==> config.mk <==
export PLATFORM = sky130hd
export DESIGN_NAME = dmem_ctrl
export DESIGN_NICKNAME = d
export VERILOG_FILES = /design/src/rtl/dmem_pkg.sv /design/src/rtl/dcache_array.sv /design/src/rtl/dmem_ctrl.sv
export SDC_FILE = /design/constraint.sdc
export NUM_CORES = 1
export LEC_CHECK = 0
export CAP_MARGIN = 20
export CORE_UTILIZATION = 38
export CTS_CLUSTER_DIAMETER = 30
export DETAILED_ROUTE_END_ITERATION = 8
export RECOVER_POWER = 100
export SYNTH_ARGS = -nofsm -noshare
export SYNTH_HDL_FRONTEND = slang
export SYNTH_SLANG_ARGS = --single-unit
==> constraint.sdc <==
create_clock -name clk -period 6.12 [get_ports clk]
set_input_delay 1.224 -clock clk [delete_from_list [all_inputs] [get_ports clk]]
set_output_delay 1.224 -clock clk [all_outputs]
set_load 0.05 [all_outputs]
==> src/rtl/dmem_pkg.sv <==
// Shared types and constants for the data-memory controller and its line store.
// Latency: n/a (declarations only).
// Backpressure: n/a.
package dmem_pkg;

  // Controller states: idle lookup, waiting on a bus read, waiting on a bus write.
  typedef enum logic [1:0] {
    IDLE    = 2'd0,
    RD_WAIT = 2'd1,
    WR_WAIT = 2'd2
  } state_t;

  // Default addr[31:28] value that marks the uncached MMIO window.
  localparam logic [3:0] UNCACHED_HI_DEFAULT = 4'hF;

  // Request captured when a miss, uncached access or write leaves IDLE.
  // The word address is kept rather than the byte address; addr[1:0] is never used.
  typedef struct packed {
    logic [29:0] waddr;
    logic [31:0] wdata;
  } req_t;

  // True when a word address falls inside the uncached window.
  function automatic logic in_uncached(input logic [29:0] waddr, input logic [3:0] hi);
    return waddr[29:26] == hi;
  endfunction

endpackage

==> src/rtl/dcache_array.sv <==
// Direct-mapped one-word line store: valid bits, tags and data.
// Latency: combinational read, write visible after the next rising edge.
// Backpressure: none; a write is accepted every cycle wr_en is high.
module dcache_array #(
  parameter int LINES = 16,
  parameter int IDX_W = 4,
  parameter int TAG_W = 26
) (
  input  logic             clk,
  input  logic             rst,
  input  logic [IDX_W-1:0] rd_idx,
  output logic             rd_vld,
  output logic [TAG_W-1:0] rd_tag,
  output logic [31:0]      rd_dat,
  input  logic             wr_en,
  input  logic [IDX_W-1:0] wr_idx,
  input  logic [TAG_W-1:0] wr_tag,
  input  logic [31:0]      wr_dat
);

  logic [LINES-1:0] vld_q;
  logic [TAG_W-1:0] tag_q [LINES];
  logic [31:0]      dat_q [LINES];

  // Valid bits are the only reset state; a write always leaves its line valid.
  always_ff @(posedge clk or posedge rst) begin
    if (rst) begin
      vld_q <= '0;
    end else if (wr_en) begin
      vld_q[wr_idx] <= 1'b1;
    end
  end

  // Tag and data payload; contents are meaningless until the valid bit is set.
  always_ff @(posedge clk) begin
    if (wr_en) begin
      tag_q[wr_idx] <= wr_tag;
      dat_q[wr_idx] <= wr_dat;
    end
  end

  assign rd_vld = vld_q[rd_idx];
  assign rd_tag = tag_q[rd_idx];
  assign rd_dat = dat_q[rd_idx];

endmodule

==> src/rtl/dmem_ctrl.sv <==
// Write-through, no-write-allocate direct-mapped data cache in front of a request/ack bus.
// Latency: read hit completes in the request cycle; misses, uncached reads and writes complete on bus_ack.
// Backpressure: one request outstanding; req_pulse is ignored while a bus transaction is in flight.
module dmem_ctrl
  import dmem_pkg::*;
#(
  parameter int         LINES       = 16,
  parameter logic [3:0] UNCACHED_HI = UNCACHED_HI_DEFAULT
) (
  input  logic        clk,
  input  logic        rst,
  input  logic        req_pulse,
  input  logic        rw,
  input  logic [31:0] addr,
  input  logic [31:0] data_write,
  output logic [31:0] data_read,
  output logic        dack,
  output logic        bus_req,
  output logic        bus_we,
  output logic [31:0] bus_addr,
  output logic [31:0] bus_wdata,
  input  logic [31:0] bus_rdata,
  input  logic        bus_ack
);

  localparam int IDX_W = $clog2(LINES);
  localparam int TAG_W = 30 - IDX_W;

  state_t state_q, state_d;
  req_t   lat_q, lat_d;

  // Byte offset within the word has no meaning for word-only accesses.
  logic unused_addr_bits;
  assign unused_addr_bits = ^addr[1:0];

  // One lookup port serves both the live request (IDLE) and the latched
  // request (wait states), so the write-hit check uses the captured address.
  logic [29:0]      lk_word;
  logic [IDX_W-1:0] lk_idx;
  logic [TAG_W-1:0] lk_tag;
  logic             lk_cached;
  logic             lk_hit;

  logic             rd_vld;
  logic [TAG_W-1:0] rd_tag;
  logic [31:0]      rd_dat;
  logic             wr_en;
  logic [31:0]      wr_dat;

  assign lk_word   = (state_q == IDLE) ? addr[31:2] : lat_q.waddr;
  assign lk_idx    = lk_word[IDX_W-1:0];
  assign lk_tag    = lk_word[29 -: TAG_W];
  assign lk_cached = !in_uncached(lk_word, UNCACHED_HI);
  assign lk_hit    = lk_cached && rd_vld && (rd_tag == lk_tag);

  dcache_array #(
    .LINES (LINES),
    .IDX_W (IDX_W),
    .TAG_W (TAG_W)
  ) u_array (
    .clk    (clk),
    .rst    (rst),
    .rd_idx (lk_idx),
    .rd_vld (rd_vld),
    .rd_tag (rd_tag),
    .rd_dat (rd_dat),
    .wr_en  (wr_en),
    .wr_idx (lk_idx),
    .wr_tag (lk_tag),
    .wr_dat (wr_dat)
  );

  // State and request latch; reset abandons any in-flight bus transaction.
  always_ff @(posedge clk or posedge rst) begin
    if (rst) begin
      state_q <= IDLE;
      lat_q   <= '0;
    end else begin
      state_q <= state_d;
      lat_q   <= lat_d;
    end
  end

  // Next state, completion/bus outputs and line-store write strobe.
  always_comb begin
    state_d   = state_q;
    lat_d     = lat_q;
    dack      = 1'b0;
    data_read = '0;
    bus_req   = 1'b0;
    bus_we    = 1'b0;
    bus_addr  = '0;
    bus_wdata = '0;
    wr_en     = 1'b0;
    wr_dat    = '0;

    case (state_q)
      IDLE: begin
        // bus_ack here is a stray and is deliberately not looked at.
        if (req_pulse) begin
          if (rw && lk_hit) begin
            dack      = 1'b1;
            data_read = rd_dat;
          end else begin
            lat_d.waddr = addr[31:2];
            lat_d.wdata = data_write;
            state_d     = rw ? RD_WAIT : WR_WAIT;
          end
        end
      end

      RD_WAIT: begin
        bus_req  = 1'b1;
        bus_addr = {lat_q.waddr, 2'b00};
        if (bus_ack) begin
          dack      = 1'b1;
          data_read = bus_rdata;
          wr_en     = lk_cached;
          wr_dat    = bus_rdata;
          state_d   = IDLE;
        end
      end

      WR_WAIT: begin
        bus_req   = 1'b1;
        bus_we    = 1'b1;
        bus_addr  = {lat_q.waddr, 2'b00};
        bus_wdata = lat_q.wdata;
        if (bus_ack) begin
          dack    = 1'b1;
          wr_en   = lk_hit;
          wr_dat  = lat_q.wdata;
          state_d = IDLE;
        end
      end

      default: begin
        state_d = IDLE;
      end
    endcase

    // Keep completion and store writes quiet for the whole reset window.
    if (rst) begin
      dack      = 1'b0;
      data_read = '0;
      wr_en     = 1'b0;
    end
  end

endmodule

==> results of run 1 <==
==> per-stage QoR <==
stage	total power, W	utilization [%]	cell area, sq um	hold slack [ps]
floorplan	0.0139	-	41000	427
global placement	0.0169	43.7	46700	448
detailed placement	0.0171	43.7	46700	444
CTS	0.0274	49.8	53300	456
global route	0.0283	50.0	53500	478
finish	0.0273	50.0	53500	456
==> routing by layer <==
| layer | part of all wire [%] | global-route usage [%] |
|---|---|---|
| met1 | 42 | 28.0 |
| met2 | 49 | 33.9 |
| met3 | 7.9 | 5.23 |
| met4 | 1.9 | 6.29 |
| met5 | 0.018 | 0 |
==> cell type report <==
cell class              count  area share [%]
flip-flops and latches   1008            55.9
multi-input cells        1029            19.9
clock buffers             220            9.04
repair buffers            398            8.98
well taps                1403            3.28
clock inverters           131            2.87
inverters                  11          0.0796
==> worst paths after layout <==
check | startpoint | endpoint | slack [ps] | cells after the start
min in group asynchronous | rst | state_q[1] | 2030 | 3
max in group asynchronous | rst | lat_q[52] | 1460 | 4
min reg2reg | u_array.vld_q[6] | u_array.vld_q[6] | 460 | 2
max | addr[2] | data_read[10] | 50 | 17
max reg2reg | state_q[1] | u_array.tag_q[12][16] | 1120 | 13
min | u_array.vld_q[6] | u_array.vld_q[6] | 460 | 2
==> power groups by stage <==
stage	combinational, W	sequential (W)	clock, W
5_1_grt	0.00893	0.00881	0.0106
6_report	0.00844	0.00877	0.0101
3_5_place_dp	0.00821	0.00887	0
2_1_floorplan	0.00517	0.00876	0
4_1_cts	0.00842	0.00876	0.0102
3_3_place_gp	0.00810	0.00884	0
==> placed cells by master (no fill, tap or decap), drive strengths merged, types with 5 or more instances in the layout <==
cell           instances
o2111ai                8
clkinv                70
dfrtp                 80
xnor2                 11
clkinvlp              22
edfxtp               928
a21o                 238
a32o                  32
buf                  229
and3                   5
mux2i                 14
mux2                  84
nor2                  64
a41oi                 55
clkbuf               227
nand2                  7
inv                   32
and2                  67
a22o                  26
xor2                  13
o211a                 16
o21ai                 20
mux4                 152
bufinv                18
a21oi                  9
nand3                  6
a31o                  14
a2111oi                6
nor4                  19
clkdlybuf4s50        157
o22ai                110
nor3                  10
==> cells by family after synthesis <==
family,after synthesis,synth area share [%]
adders and majority gates,4,0.122
xor gates and xnor gates,24,0.513
DFF,1008,72.9
buffers and inverters,176,1.97
other,1,0.00916
muxes,249,11.5
and+or+nand+nor,206,2.74
AOI/OAI and AO/OA,543,10.2
==> sequential cells by signal, indices dropped and copies added, names as in the netlist <==
signal         flops
lat_q             62
state_q            2
u_array.dat_q    512
u_array.tag_q    416
u_array.vld_q     16
==> repair_timing <==
action	CTS	global route
setup endpoints to repair	33	33
hold endpoints to repair	0	0
resized for setup	23	32
buffers inserted	4	7
pin swaps	4	12
gates cloned	3	1
==> tightest hold or removal path, delay by kind of cell, from the launching register on <==
family | cells | cell delay [ps]
buf+inv | 1 | 40
flops | 1 | 340
simple gates | 1 | 40
==> run summary, run 1 <==
clk buf depth - 3
power share of the combinational group - 30.9%
Crit Path Max Fanout - 14
internal power - 0.0185 W
WP buf/inv - 8
io pins - 200
failing checks - max-capacitance violations, max-slew violations
Fin. Hold Viols - 0
share of layout cells above drive strength 1 - 29.7%
Synth area leader - edfxtp_1
global-route wire length before repair - 166000 microns
Total GRT Usage - 21.0%
largest net degree at the start of global routing - 78
power share of the clock group - 37.0%
# placed instances - 3833
Hold Path Class - flip-flop to flip-flop
Setup Skew - 74.4 ps
Crit. End Element - output port
vias in the first global route - 24788
Mean Syn Cell Area - 18.5 sq um
Yosys cell types - 59
max cap viols - 5
Reg area - 29900 sq um
prevailing post-synth register cell - edfxtp_1
crit path launch type - input pin
Tcrit/Tclk final - 99.2%
Die W - 330 microns
Overflow after GRT - 0
Clock Sinks - 1008
Layout fillers - 8619
share of the synthesized area in the top cell type - 68.0%
EDFF count, synth - 928
Max rail drop VDD - 405 uV
Seq/Total Area, Yosys - 72.9%
Required @ worst endpoint - 4900 ps
most frequent cell after synthesis - edfxtp_1
gp weighted congestion - 0.817
Antenna Nets Post-Route - 0
site row count - 120
via count - 23755
setup_tns - 0 ps
Initial DRT Pass Iterations - 5
port bufs - 195
dominant cells by area after synthesis - edfxtp_1 (68%), mux4_2 (8.4%), dfrtp_1 (4.9%)
WL/cell - 27.2 microns
Post-synth ARST share - 7.94%
post-DP HPWL - 64700 microns
final-stage net count - 2740
Worst path max stage delay - 350 ps
Vias/cell - 5.66
synthesized cell area - 41000 sq um
NetSw - 0.00882 W
crit-path most repeated cell - buf_12
final non-filler cell total - 4200
Multi-input gate area - 10600 sq um
P&R area growth vs syn - 30.5%
relative slew slack - -47.1%
H-tree depth - 4
PwrDens - 511 nW/um^2
slowest CP cell - nor4_1
die area - 109000 sq um
RSZ-0062 raised after global routing - true
# diodes - 0
Seq pwr share - 32.1%
synthesized flop and latch total - 1008
Worst-path clk slew - 40 ps
cells after synthesis - 2211
CTS tree - built
Tmin final - 6070 ps
starting density of the core - 38.3%
Setup WS post-layout - 51.2 ps
drt initial violations - 2219
worst-path cell chain - dlygate4sd2_1 > buf_4 > nand3b_1 > buf_12 > buf_12 > buf_12 > buf_4 > a21o_1 > a41oi_1 > nor4_1 > xor2_1 > nor4_1 > and4_1 > and3_4 > bufbuf_16 > a32o_1 > buf_12
Num CTS Buffers - 187
clock tree root buffer cell - clkbuf_16
Leakage - 18.1 nW
DRT Wirelength - 114000 microns
switching share of power - 32.3%
status - finished, violations left
max-slew violations - 173
final setup vio count - 0
Worst-Margin Slew - 2210 ps
commonest cells in the netlist - edfxtp_1 (928), a21o_1 (238), mux4_2 (152)
hold_buf cts - 0
critical path class - input pin to output port
number of antenna violations at the first check in global routing - 3
CP Data Arrival Time - 4840 ps
core area - 107000 sq um
clock latency on the worst-skew pair - 780 ps
critical path's top delay family - buffers and inverters
Post-route DRC - 0
Warnings, synthesis - 0
die height - 330 microns
Fmax - 165 MHz
pre-CTS WS - -156 ps
Power figures use the tool's default switching activity.
==> inputs of run 2 (changes only) <==
Settings changed: SLEW_MARGIN set to 20.
Clock period 6.12 ns to 6.55 ns, I/O delays scaled along.
==> run summary, run 2 (same netlist as run 1, synthesis figures left out) <==
Max rail drop VDD - 399 uV
number of antenna violations at the first check in global routing - 2
worst-path cell chain - clkdlybuf4s50_1 > and3_1 > nor2_4 > buf_12 > a41oi_1 > nor4_1 > xor2_1 > nor4_1 > and4_1 > and3_2 > buf_12 > a32o_1 > clkbuf_4
# diodes - 0
Seq pwr share - 32.4%
vias in the first global route - 24556
site row count - 120
drt initial violations - 2388
H-tree depth - 4
Worst path max stage delay - 590 ps
post-DP HPWL - 62100 microns
Worst-path clk slew - 50 ps
PwrDens - 490 nW/um^2
post-place instance area - 45900 sq um
Required @ worst endpoint - 5240 ps
Post-route DRC - 0
port bufs - 195
Largest register FFs - 512
CTS tree - built
Total GRT Usage - 20.9%
failing checks - max-capacitance violations, max-slew violations
most frequent cells in the layout - edfxtp_1 (928), a21o_1 (238), clkbuf_16 (196), mux4_2 (152), o22ai_1 (110)
core area - 107000 sq um
Leakage - 17.5 nW
Tmin final - 6440 ps
largest net degree at the start of global routing - 70
CP Data Arrival Time - 5130 ps
critical path class - input pin to output port
via count - 23509
power share of the clock group - 39.4%
Top Registers - u_array.dat_q: 512 flops, u_array.tag_q: 416 flops, lat_q: 62 flops
Biggest register - u_array.dat_q
max-slew violations - 254
Crit Path Max Fanout - 30
P&R area growth vs syn - 25.9%
Overflow after GRT - 0
fin area - 51600 sq um
share of layout cells above drive strength 1 - 25.1%
Fmax - 155 MHz
Antenna Nets Post-Route - 0
relative slew slack - -132%
Layout fillers - 8881
power share of the combinational group - 28.2%
Core Util, Final - 48.2%
clock latency on the worst-skew pair - 780 ps
Worst-Margin Slew - 3490 ps
commonest non-fill, non-tap cell in the layout - edfxtp_1
WHS - 454 ps
DRT Wirelength - 114000 microns
clk buf depth - 3
Vias/cell - 5.69
switching share of power - 32.1%
Tcrit/Tclk final - 98.4%
Final Power - 0.0253 W
WP buf/inv - 4
internal power - 0.0172 W
starting density of the core - 38.3%
clock tree root buffer cell - clkbuf_16
die height - 330 microns
final setup vio count - 0
Hold Path Class - flip-flop to flip-flop
Crit. End Element - output port
hold_buf cts - 0
Setup Skew - 45.8 ps
status - finished, violations left
Fin. Hold Viols - 0
Clock Sinks - 1008
Num CTS Buffers - 192
final-stage net count - 2668
Die W - 330 microns
slowest CP cell - clkdlybuf4s50_1
die area - 109000 sq um
max cap viols - 8
WL/cell - 27.5 microns
crit path launch type - input pin
NetSw - 0.00810 W
global-route wire length before repair - 166000 microns
RSZ-0062 raised after global routing - false
Initial DRT Pass Iterations - 5
setup_tns - 0 ps
gp weighted congestion - 0.788
io pins - 200
critical path's top delay family - simple AND/OR/NAND/NOR gates
-- run 2: cell count changes in the layout (fill, tap and decap cells not counted), sizes merged, moves of 5 or more --
cell           change
inv                -6
dlygate4sd3       +64
clkdlybuf4s50     -62
clkinvlp           +5
buf              -146
bufinv             +9
clkbuf            +62
clkinv            +11
-- run 2: worst register-to-register path, stage by stage, from the launching register on --
cell and delay, ps:
dfrtp_1 400, inv_1 150, ha_4 280, or3b_2 300, buf_4 460, a21o_1 220
a41oi_1 150, nor4_1 430, xor2_1 220, nor4_1 350, and4_1 300, and3_2 320
buf_12 160, clkbuf_1 600, o211a_1 780, clkbuf_2 740
-- run 2: metal layers --
| metal | wire [microns] | global-route usage [%] | vias to the layer above |
|---|---|---|---|
| met2 | 54800 | 33.7 | 1067 |
| met1 | 47300 | 28.0 | 12318 |
| met3 | 9410 | 5.16 | 198 |
| met5 | 25 | 0 | - |
| li1 | - | - | 9922 |
| met4 | 2270 | 6.29 | 4 |
-- run 2: repair_timing --
item | 4_1_cts | 5_1_grt
setup endpoints to repair | 33 | 30
pin swaps | 2 | 2
gates resized for setup | 10 | 4
gates cloned | 1 | 1
setup buffers | 1 | 4
-- run 2: power by group through the flow --
stage | Combinational [W] | Sequential, W | Clock (W)
final | 0.00713 | 0.00818 | 0.00994
after global routing | 0.00758 | 0.00822 | 0.0104
after CTS | 0.00745 | 0.00818 | 0.0101
after detailed placement | 0.00735 | 0.00829 | 0
after global placement | 0.00723 | 0.00826 | 0
after floorplan | 0.00483 | 0.00818 | 0
-- run 2: area by class of cell --
class | count | area [sq um] | area share [%]
repair buffers | 321 | 2950 | 5.73
flip-flops and latches | 1008 | 29900 | 57.9
inverters | 11 | 43.8 | 0.0849
multi-input cells | 1029 | 10200 | 19.8
well taps | 1403 | 1760 | 3.41
clock inverters | 150 | 1760 | 3.42
clock buffers | 212 | 4950 | 9.61
-- run 2: final timing paths --
| kind | start | to | slack [ps] | depth (start not counted) |
|---|---|---|---|---|
| hold reg to reg | u_array.vld_q[10] | u_array.vld_q[10] | 450 | 2 |
| min in group asynchronous | rst | state_q[0] | 1240 | 2 |
| max in group asynchronous | rst | lat_q[41] | 1570 | 3 |
| setup reg to reg | state_q[1] | u_array.dat_q[12][25] | 250 | 15 |
| setup / recovery | addr[5] | data_read[24] | 110 | 13 |
| hold / removal | u_array.vld_q[10] | u_array.vld_q[10] | 450 | 2 |
-- run 2: metrics by stage --
| step | std cells | setup slack, ps |
|---|---|---|
| floorplan | 2212 | 821 |
| global placement | 3766 | -129 |
| detailed placement | 3766 | -156 |
| CTS | 4129 | 16.4 |
| global route | 4134 | 4.54 |
| finish | 4134 | 107 |
